==> config.mk <==
export PLATFORM = sky130hd
export DESIGN_NAME = fmap_pingpong_ctrl
export DESIGN_NICKNAME = d
export VERILOG_FILES = /design/src/rtl/fmap_pingpong_ctrl.sv
export SDC_FILE = /design/constraint.sdc
export NUM_CORES = 1
export LEC_CHECK = 0
export CAP_MARGIN = 20
export CORE_UTILIZATION = 25
export DETAILED_ROUTE_END_ITERATION = 6
export SLEW_MARGIN = 20
export SYNTH_ARGS = -nofsm -noshare
export SYNTH_HDL_FRONTEND = slang
export SYNTH_SLANG_ARGS = --single-unit
==> constraint.sdc <==
create_clock -name clock -period 1.63 [get_ports clock]
set_clock_uncertainty 0.2 [all_clocks]
set_input_delay 0.326 -clock clock [delete_from_list [all_inputs] [get_ports clock]]
set_output_delay 0.326 -clock clock [all_outputs]
set_load 0.02 [all_outputs]
==> src/rtl/fmap_pingpong_ctrl.sv <==
// rtl/fmap_pingpong_ctrl.sv - ping-pong bank controller for the dual-port feature-map RAM
//
// The RAM is split into two banks, selected by the address MSB. The producer
// fills one bank through port A while the consumer reads the other through
// port B. Banks change hands by handshake.
//
// Ports:
//   clock, reset        system clock; asynchronous active-high reset
//   prod_wr_en/data     producer word strobe and word
//   prod_ready          the producer's current bank can accept a word
//   cons_rd_req/addr    consumer read request and in-bank address
//   cons_release        consumer is finished with the current bank
//   cons_valid          the consumer's current bank is full
//   overflow            sticky flag: a producer word was dropped
//   data_a, address_a_t, wren_a, rden_a   RAM port A (write only)
//   address_b_t, rden_b, data_b, wren_b   RAM port B (read only)
module fmap_pingpong_ctrl #(
    parameter int DATA_WIDTH      = 8,
    parameter int POOL_ADDR_WIDTH = 2,
    parameter int FRAME_WORDS     = 4
) (
    input  logic                       clock,
    input  logic                       reset,
    input  logic                       prod_wr_en,
    input  logic [DATA_WIDTH-1:0]      prod_data,
    output logic                       prod_ready,
    input  logic                       cons_rd_req,
    input  logic [POOL_ADDR_WIDTH-1:0] cons_addr,
    input  logic                       cons_release,
    output logic                       cons_valid,
    output logic                       overflow,
    output logic [DATA_WIDTH-1:0]      data_a,
    output logic [POOL_ADDR_WIDTH:0]   address_a_t,
    output logic                       wren_a,
    output logic                       rden_a,
    output logic [POOL_ADDR_WIDTH:0]   address_b_t,
    output logic                       rden_b,
    output logic [DATA_WIDTH-1:0]      data_b,
    output logic                       wren_b
);

    typedef enum logic [1:0] {
        EMPTY   = 2'd0,
        FILLING = 2'd1,
        FULL    = 2'd2
    } bank_state_t;

    localparam logic [POOL_ADDR_WIDTH-1:0] LAST_WORD = POOL_ADDR_WIDTH'(FRAME_WORDS - 1);

    bank_state_t                bank_state [2];
    logic                       wr_bank;
    logic                       rd_bank;
    logic [POOL_ADDR_WIDTH-1:0] wr_cnt;

    logic wr_accept;
    logic wr_last;
    logic rd_accept;
    logic rel_accept;

    assign prod_ready = (bank_state[wr_bank] != FULL);
    assign cons_valid = (bank_state[rd_bank] == FULL);

    assign wr_accept  = prod_wr_en & prod_ready;
    assign wr_last    = (wr_cnt == LAST_WORD);
    assign rd_accept  = cons_rd_req & cons_valid;
    assign rel_accept = cons_release & cons_valid;

    // The unused directions of each RAM port are tied off.
    assign rden_a = 1'b0;
    assign data_b = '0;
    assign wren_b = 1'b0;

    // A write and a release can never target the same bank on one edge: a
    // write needs its bank not FULL, a release needs its bank FULL.
    always_ff @(posedge clock or posedge reset) begin
        if (reset) begin
            bank_state[0] <= EMPTY;
            bank_state[1] <= EMPTY;
            wr_bank       <= 1'b0;
            rd_bank       <= 1'b0;
            wr_cnt        <= '0;
            overflow      <= 1'b0;
            wren_a        <= 1'b0;
            data_a        <= '0;
            address_a_t   <= '0;
            rden_b        <= 1'b0;
            address_b_t   <= '0;
        end else begin
            wren_a <= wr_accept;
            rden_b <= rd_accept;

            if (wr_accept) begin
                data_a      <= prod_data;
                address_a_t <= {wr_bank, wr_cnt};
                if (wr_last) begin
                    bank_state[wr_bank] <= FULL;
                    wr_cnt              <= '0;
                    wr_bank             <= ~wr_bank;
                end else begin
                    bank_state[wr_bank] <= FILLING;
                    wr_cnt              <= wr_cnt + 1'b1;
                end
            end

            if (prod_wr_en && !prod_ready) begin
                overflow <= 1'b1;
            end

            // Address is taken from rd_bank before any toggle, so a read
            // issued in the release cycle still hits the bank being released.
            if (rd_accept) begin
                address_b_t <= {rd_bank, cons_addr};
            end

            if (rel_accept) begin
                bank_state[rd_bank] <= EMPTY;
                rd_bank             <= ~rd_bank;
            end
        end
    end

endmodule

==> metrics.csv, run 1 <==
stage,metric,value,unit
run_status,outcome,finished with violations,
run_status,violated checks,setup timing,
setup_path,Worst setup EP type,output port,
placed_design,IO Port Bufs,33,
hold_path,HP Class,in2async,
placed_design,GP Congestion,0.804,
pwr,Reg power frac,29.4,%
pwr,Clock power frac,9.7,%
grt,vias in the first global route,1006,
setup_path,"Critical Path, Cell by Cell",buf_6 > nand2b_4 > mux2i_2 > inv_1 > buf_6,
die,total core area,0.00450,mm2
final_layout,Antenna diodes,0,
die,Die Y,71.4,um
setup_path,CP max FO,4,
grt,GR Util All Layers,11.3,%
setup_path,Worst Path Required,1100,ps
detailed_routing,number of DRC markers in iteration 0,9,
sta,hold slack,198,ps
detailed_routing,post-route ant nets,0,
detailed_routing,wire length per cell,12.5,um
setup_path,Buf/Inv on CP,3,
sta,Finish-stage setup viols,14,
grt,aggregate global routing overflow,0,
die,num rows,24,
setup_path,slowest cell on the critical path,dfrtp_1,
setup_path,Crit path max-delay family,flip-flops,
die,die width,71.4,um
sta,final worst-path cycle share,108,%
setup_path,Reg2Reg Depth,5,
final_layout,Area Overhead vs Synth,53.6,%
sta,Fmax,0.569,GHz
setup_path,WS Path Type,reg2out,
die,I/O pin cnt,44,
logic_synthesis,Synthesis Warnings,0,
pwr,Cell Int Power,0.00238,W
setup_path,worst setup path end,prod_ready,
die,die area,0.00510,mm2
placed_design,DP Cell Count,192,
sta,post-route setup TNS,-1160,ps
final_layout,fraction of layout cells with a size suffix above 1,35.5,%
logic_synthesis,synth unique cells,31,
grt,first-pass GRT wire length,4530,um
clocking,H-Tree Depth,1,
sta,post-layout min period,1760,ps
pwr,combinational share of power,61.0,%
placed_design,pre-CTS WS,-363,ps
final_layout,most frequent cells in the layout,"dfrtp_1, dlygate4sd2_1, buf_4, mux2_4, clkdlybuf4s50_1",
logic_synthesis,register area share after synthesis,51.9,%
die,starting density of the core,26.8,%
sta,RSZ-0062 raised after global routing,true,
detailed_routing,vias per inst,4.35,
pwr,switch share,36.3,%
sta,Final Hold Fails,0,
placed_design,dpl hpwl,1840,um
sta,max-slew violation count,0,
final_layout,fin cells,207,
final_layout,"most common cell after layout, fill and taps aside",dfrtp_1,
clocking,Skew-Pair Late Insertion Delay,260,ps
setup_path,worst path arrival time,1230,ps
setup_path,CP Depth,5,
run,number of max-cap violations,0,
pwr,NetSw,0.00136,W
setup_path,Crit Reg-Reg Startpoint,bank_state[3],
detailed_routing,Total Wirelength,2590,um
clocking,TritonCTS clock tree,done,
clocking,CTS Buffer Depth,2,
logic_synthesis,post-synthesis instance area,0.00120,mm2
pwr,Pleak,0.906,nW
pwr,worst vdd ir,0.000564,V
setup_path,Worst Setup SP,bank_state[3],
setup_path,Worst Setup Start Kind,flop,
logic_synthesis,"FFs w/ async S/R, synth",100,%
clocking,Hold Buf Count CTS,0,
logic_synthesis,Post-synth EDFFs,0,
logic_synthesis,"flops & latches, synth",25,
grt,antenna violations before repair,0,
clocking,clock sinks,25,
logic_synthesis,Avg Inst Size Synth,12.8,um2
pwr,Power Density,2020,mW/mm2
detailed_routing,total number of vias,900,
setup_path,"most used cell, CP",buf_6,
final_layout,Post-layout nets,173,
grt,largest net degree at the start of global routing,26,
logic_synthesis,top_reg_cell synth,dfrtp_1,
pwr,total power,0.00375,W
logic_synthesis,Syn Inst Count,94,
setup_path,"slowest stage delay, CP",390,ps
setup_path,R2R Setup Slk,-90,ps
setup_path,worst flop-to-flop path endpoint,data_a[1],
detailed_routing,DRC,0,
clocking,cts bufs inserted,3,
clocking,Worst-path clk slew,80,ps
clocking,clock root buffer,clkbuf_8,
final_layout,# fillers,435,
sta,fin worst setup slack,-128,ps
detailed_routing,DRT Pass-1 Iters,4,
[worst min-delay path by stage]
stage                           endpoint  slack (ps)  cells past startpoint
final                          data_a[0]         200                      3
after global routing           data_a[0]         270                      3
after CTS                      data_a[0]         210                      3
after detailed placement        overflow         250                      1
after global placement          overflow         240                      1
after floorplan           address_a_t[0]         150                      1
[cell type report]
class	count	area (um2)	area share, %
clock buffers	4	45.0	2.43
inverters	3	11.3	0.609
multi-input cells	64	562	30.4
flip-flops and latches	25	626	33.8
well taps	52	65.1	3.52
repair buffers	59	542	29.3
[synthesized netlist by cell type (all sizes together) (2+ instances only)]
| library cell | instances | area, um2 |
|---|---|---|
| nand2b | 4 | 27.5 |
| nor2 | 5 | 18.8 |
| dfrtp | 25 | 626 |
| inv | 3 | 11.3 |
| mux2 | 14 | 188 |
| ha | 2 | 25.0 |
| and2b | 2 | 15.0 |
| buf | 11 | 95.1 |
| mux2i | 3 | 30.0 |
| a21oi | 6 | 30.0 |
| nand2 | 4 | 17.5 |
| o22ai | 2 | 32.5 |
[layer usage]
layer	routed length (um)	vias to the layer above	GRT usage, %	share of wire [%]
li1	-	426	-	-
met1	1140	446	13.5	44
met2	1330	24	19.8	51
met3	72	4	1.27	2.8
met4	48	0	6.22	1.9
met5	0	-	0	0
[cells by family (layout without fill, tap and decap cells)]
logic type	after synthesis	in the layout	synth area share [%]
DFF	25	25	51.9
muxes	17	17	18.1
AOI/OAI and AO/OA	15	15	9.55
buffers and inverters	14	66	8.83
adders and majority gates	2	2	2.08
other	1	10	0.311
and+or+nand+nor	20	20	9.24
[worst min-delay path, cell delays in order]
cell             delay (ps)
clkdlybuf4s50_1         390
inv_1                    50
buf_4                   300
[through the flow]
stage               instance area, um2  utilization, %
floorplan                         1240               -
global placement                  1660            36.9
detailed placement                1660            36.9
CTS                               1810            40.1
global route                      1850            41.1
finish                            1850            41.1
[what timing repair did]
item / 4_1_cts / 5_1_grt
setup buffers: 7 / 5
endpoints found under the setup margin: 33 / 17
cloned: 1 / 0
gates resized for setup: 42 / 14
pin swaps: 2 / 3
[power by group through the flow]
stage / sequential [W] / combinational (W) / clock, W
after floorplan: 0.00136 / 0.000927 / 0
after global placement: 0.00110 / 0.00196 / 0
after detailed placement: 0.00111 / 0.00199 / 0
after CTS: 0.00111 / 0.00219 / 0.000380
after global routing: 0.00115 / 0.00246 / 0.000398
final: 0.00110 / 0.00228 / 0.000363
[sequential cells by signal (all words and copies together), names as in the netlist]
register     flops
address_a_t      3
rd_bank          1
address_b_t      3
rden_b           1
wren_a           1
overflow         1
wr_cnt           2
wr_bank          1
data_a           8
bank_state       4
Power figures use the tool's default switching activity.
==> inputs of run 2 (changes only) <==
==> constraint.sdc (replaced) <==
create_clock -name clock -period 1.63 [get_ports clock]
set_clock_uncertainty 0.2 [all_clocks]
set_input_delay 0.163 -clock clock [delete_from_list [all_inputs] [get_ports clock]]
set_output_delay 0.163 -clock clock [all_outputs]
set_load 0.02 [all_outputs]
==> metrics.csv, run 2 (synthesized netlist as in run 1, its figures left out) <==
stage,metric,value,unit
run_status,outcome,finished with violations,
run_status,violated checks,setup timing,
grt,antenna violations before repair,0,
detailed_routing,vias per inst,4.37,
detailed_routing,total number of vias,860,
setup_path,"slowest stage delay, CP",350,ps
final_layout,Largest Register,data_a,
grt,most used routing layer,met2,
setup_path,WS Path Type,reg2reg,
setup_path,Worst Setup Start Kind,flop,
final_layout,"most common cell after layout, fill and taps aside",dfrtp_1,
clocking,clock sinks,25,
sta,final worst-path cycle share,104,%
grt,vias in the first global route,861,
placed_design,dpl hpwl,1800,um
final_layout,number of flip-flops under the largest register name,8,
clocking,CTS Buffer Depth,2,
sta,fin worst setup slack,-67.8,ps
pwr,worst vdd ir,0.000668,V
placed_design,pre-CTS WS,-200,ps
sta,Fmax,0.589,GHz
final_layout,fin util,38.7,%
detailed_routing,DRC,0,
clocking,clock root buffer,clkbuf_8,
detailed_routing,number of DRC markers in iteration 0,43,
grt,aggregate global routing overflow,0,
final_layout,Area Overhead vs Synth,44.8,%
pwr,Pleak,0.870,nW
run,number of max-cap violations,0,
setup_path,Worst Path Required,1580,ps
die,Die Y,71.4,um
die,num rows,24,
grt,met2 Use GR,16.7,%
detailed_routing,Total Wirelength,2380,um
pwr,Power Density,1960,mW/mm2
die,starting density of the core,26.8,%
sta,max-slew violation count,0,
clocking,Hold Buf Count CTS,0,
setup_path,Worst setup EP type,flop,
detailed_routing,wire length per cell,12.1,um
sta,post-layout min period,1700,ps
grt,largest net degree at the start of global routing,26,
final_layout,fraction of layout cells with a size suffix above 1,27.6,%
grt,met3 track demand over resource,1.41,%
die,die width,71.4,um
clocking,cts bufs inserted,3,
final_layout,Largest regs,"data_a x8, bank_state x4",
sta,RSZ-0062 raised after global routing,true,
clocking,Skew-Pair Late Insertion Delay,270,ps
setup_path,slowest cell on the critical path,dfrtp_1,
final_layout,most frequent cells in the layout,"dfrtp_1, clkdlybuf4s50_1, buf_4, dlymetal6s2s_1, conb_1",
clocking,H-Tree Depth,1,
setup_path,"Critical Path, Cell by Cell",buf_4 > and2b_1 > o22ai_4 > buf_12 > mux2_2,
die,die area,0.00510,mm2
final_layout,Antenna diodes,0,
placed_design,GP Congestion,0.863,
sta,Finish-stage setup viols,14,
hold_path,HP Class,in2async,
detailed_routing,post-route ant nets,0,
clocking,Worst-path clk slew,90,ps
detailed_routing,DRT Pass-1 Iters,4,
die,total core area,0.00450,mm2
setup_path,worst path arrival time,1650,ps
grt,grt met1 use,12.4,%
sta,Final Hold Fails,0,
setup_path,CP max FO,14,
grt,first-pass GRT wire length,3950,um
placed_design,IO Port Bufs,33,
clocking,TritonCTS clock tree,done,
grt,GR Util All Layers,9.78,%
final_layout,Post-layout nets,163,
die,I/O pin cnt,44,
[run 2: layout make-up]
type	count	area, um2
clock buffers	3	41.3
clock inverters	1	5.00
fillers	425	2760
inverters	3	11.3
multi-input cells	64	517
flip-flops and latches	25	626
well taps	52	65.1
repair buffers	49	479
[run 2: worst max-delay path, delay by kind of cell, from the launching register on]
kind	cells	cell delay, ps
AND/OR/NAND/NOR	1	210
flip-flops	1	350
AO/OA/AOI/OAI	1	200
buffers and inverters	2	290
multiplexers	1	330
[run 2: where the power goes]
part / leakage (nW) / switching, W / internal [W]
combinational: 0.554 / 0.000876 / 0.00108
sequential: 0.291 / 0.000183 / 0.000918
clock: 0.0255 / 0.000191 / 0.000171
total: 0.870 / 0.00125 / 0.00217
[run 2: worst paths after layout]
| path | start | to | slack, ps | cells after the start |
|---|---|---|---|---|
| min reg2reg | overflow | overflow | 260 | 1 |
| max in group asynchronous | reset | data_a[5] | 940 | 3 |
| min | reset | wr_bank | 40 | 3 |
| max reg2reg | bank_state[2] | address_a_t[1] | -70 | 5 |
| max | bank_state[2] | address_a_t[1] | -70 | 5 |
| min in group clock | overflow | overflow | 260 | 1 |
[run 2: layer usage]
metal / share of wire [%] / vias up
met1: 44 / 431
met4: 1.1 / 0
li1: - / 405
met3: 2.4 / 2
met5: 0 / -
met2: 52 / 22
[run 2: what timing repair did]
| action | CTS | global route |
|---|---|---|
| setup buffers | 2 | 0 |
| endpoints found under the setup margin | 17 | 27 |
| pin swaps | 1 | 1 |
| resized for setup | 12 | 12 |
| hold endpoints to repair | 0 | 0 |
[run 2: stage by stage]
step,setup TNS (ps),hold WS (ps),instances,cell area [um2],total power (W)
5_1_grt,-1110,96.0,197,1740,0.00365
6_report,-555,41.5,197,1740,0.00342
3_3_place_gp,-2270,245,191,1660,0.00304
4_1_cts,-605,41.8,197,1720,0.00350
3_5_place_dp,-2630,247,191,1660,0.00308
2_1_floorplan,0,-9.68,103,1240,0.00228
==> inputs of run 3 (changes only) <==
--- a/config.mk
+++ b/config.mk
@@ -6,8 +6,9 @@
 export NUM_CORES = 1
 export LEC_CHECK = 0
 export CAP_MARGIN = 20
-export CORE_UTILIZATION = 25
+export CORE_UTILIZATION = 39
 export DETAILED_ROUTE_END_ITERATION = 6
+export PLACE_DENSITY = 0.74
 export SLEW_MARGIN = 20
 export SYNTH_ARGS = -nofsm -noshare
 export SYNTH_HDL_FRONTEND = slang
==> metrics.csv, run 3 (synthesized netlist as in run 1, its figures left out) <==
stage,metric,value,unit
detailed_routing,vias per inst,4.85,
sta,post-layout min period,1730,ps
setup_path,"Critical Path, Cell by Cell",buf_4 > nand2b_4 > o22ai_4 > clkbuf_16 > mux2_4,
grt,most used routing layer,met2,
sta,fin worst setup slack,-103,ps
setup_path,slowest cell on the critical path,dfrtp_1,
sta,Fmax,0.577,GHz
grt,GR Util All Layers,16.0,%
placed_design,GP Congestion,0.810,
final_layout,Area Overhead vs Synth,43.5,%
placed_design,IO Port Bufs,33,
pwr,Reg power frac,32.9,%
run_status,outcome,finished with violations,
grt,met2 Use GR,26.7,%
setup_path,worst path arrival time,1760,ps
die,total core area,0.00285,mm2
sta,hold slack,230,ps
detailed_routing,total number of vias,877,
clocking,clock sinks,25,
detailed_routing,Total Wirelength,2390,um
pwr,Power Density,1950,mW/mm2
clocking,CTS Buffer Depth,2,
die,Die Y,57.6,um
clocking,Skew-Pair Late Insertion Delay,320,ps
final_layout,fraction of layout cells with a size suffix above 1,30.7,%
grt,first-pass GRT wire length,4040,um
sta,Finish-stage setup viols,13,
pwr,switch share,37.9,%
final_layout,# fillers,238,
grt,met3 track demand over resource,5.22,%
grt,aggregate global routing overflow,0,
grt,vias in the first global route,912,
sta,max-slew violation count,0,
final_layout,Multi-input gate area,531,um2
clocking,TritonCTS clock tree,done,
die,num rows,19,
final_layout,Antenna diodes,0,
detailed_routing,DRC,3,
detailed_routing,wire length per cell,13.2,um
grt,antenna violations before repair,0,
pwr,Clock power frac,8.2,%
die,starting density of the core,42.2,%
final_layout,Largest regs,"data_a x8, bank_state x4",
die,I/O pin cnt,44,
setup_path,Worst Path Required,1650,ps
final_layout,Post-layout nets,168,
final_layout,Largest Register,data_a,
grt,grt met1 use,20.5,%
die,die width,57.6,um
pwr,Cell Int Power,0.00210,W
die,die area,0.00332,mm2
setup_path,Worst setup EP type,flop,
run_status,violated checks,"DRC, setup timing",
pwr,combinational share of power,58.9,%
grt,largest net degree at the start of global routing,26,
sta,final worst-path cycle share,106,%
final_layout,number of flip-flops under the largest register name,8,
sta,Final Hold Fails,0,
sta,post-route setup TNS,-1010,ps
setup_path,"slowest stage delay, CP",410,ps
final_layout,most frequent cells in the layout,"dfrtp_1, buf_4, dlygate4sd2_1, clkdlybuf4s50_1, conb_1",
setup_path,Worst Setup Start Kind,flop,
pwr,Pleak,0.851,nW
clocking,H-Tree Depth,1,
setup_path,WS Path Type,reg2reg,
detailed_routing,DRT Pass-1 Iters,6,
detailed_routing,post-route ant nets,0,
clocking,Worst-path clk slew,130,ps
pwr,worst vdd ir,0.00114,V
hold_path,HP Class,in2reg,
clocking,cts bufs inserted,3,
final_layout,sequential standard cell area,626,um2
setup_path,CP max FO,7,
placed_design,dpl hpwl,1680,um
pwr,NetSw,0.00128,W
final_layout,"most common cell after layout, fill and taps aside",dfrtp_1,
detailed_routing,number of DRC markers in iteration 0,29,
run,number of max-cap violations,0,
clocking,clock root buffer,clkbuf_4,
sta,RSZ-0062 raised after global routing,true,
-- run 3: cell count changes in the layout (fill, tap and decap cells not counted), sizes merged --
cell,previous run,this run
buf,18,21
clkbuf,3,4
clkdlybuf4s50,19,14
dlygate4sd2,1,16
dlygate4sd3,0,1
dlymetal6s2s,11,1
-- run 3: worst max-delay path, delay by kind of cell, from the launching register on --
family                 cells  cell delay (ps)
AND/OR/NAND/NOR            1              140
AO/OA/AOI/OAI              1              240
multiplexers               1              300
flip-flops                 1              410
buffers and inverters      2              340
-- run 3: per-layer routing --
| metal | routed length (um) | up-vias | part of all wire (%) |
|---|---|---|---|
| met5 | 0 | - | 0 |
| met4 | 12 | 0 | 0.50 |
| met3 | 140 | 3 | 5.9 |
| met2 | 1210 | 33 | 51 |
| met1 | 1030 | 426 | 43 |
| li1 | - | 415 | - |
-- run 3: area by class of cell --
| class | instances | area share, % |
|---|---|---|
| Clock buffer | 3 | 1.30 |
| Clock inverter | 1 | 0.289 |
| Inverter | 3 | 0.651 |
| Multi-Input combinational cell | 64 | 30.7 |
| Sequential cell | 25 | 36.2 |
| Tap cell | 31 | 2.24 |
| Timing Repair Buffer | 54 | 28.7 |
-- run 3: power groups by stage --
stage,registers [W],clock network (W),logic [W]
3_3_place_gp,0.00111,0,0.00195
2_1_floorplan,0.00136,0,0.000927
6_report,0.00111,0.000276,0.00199
3_5_place_dp,0.00112,0,0.00199
5_1_grt,0.00116,0.000313,0.00214
4_1_cts,0.00112,0.000285,0.00191
-- run 3: metrics by stage --
| step | instance area, um2 | cells | utilization, % | setup WS, ps | total power [W] |
|---|---|---|---|---|---|
| floorplan | 1240 | 103 | - | 13.4 | 0.00228 |
| global placement | 1650 | 173 | 57.9 | -160 | 0.00306 |
| detailed placement | 1650 | 173 | 57.9 | -202 | 0.00311 |
| CTS | 1690 | 179 | 59.3 | -103 | 0.00331 |
| global route | 1730 | 181 | 60.6 | -154 | 0.00362 |
| finish | 1730 | 181 | 60.6 | -103 | 0.00338 |
-- run 3: path summary, 6_finish.rpt --
check / from / endpoint / cells past startpoint / slack [ps]
min in group asynchronous: reset / address_b_t[1] / 4 / 530
worst min-delay path: prod_data[6] / data_a[6] / 2 / 230
worst max-delay path: wr_bank / data_a[5] / 5 / -100
worst max register to register: wr_bank / data_a[5] / 5 / -100
worst min register to register: overflow / overflow / 1 / 280
max in group asynchronous: reset / address_a_t[2] / 4 / 470
-- run 3: timing repair --
action | CTS | global route
endpoints found under the setup margin | 32 | 15
cloned | 0 | 1
pin swaps | 0 | 1
endpoints found under the hold margin | 25 | 0
buffers inserted | 1 | 1
hold buffers | 1 | 0
gates resized for setup | 29 | 3
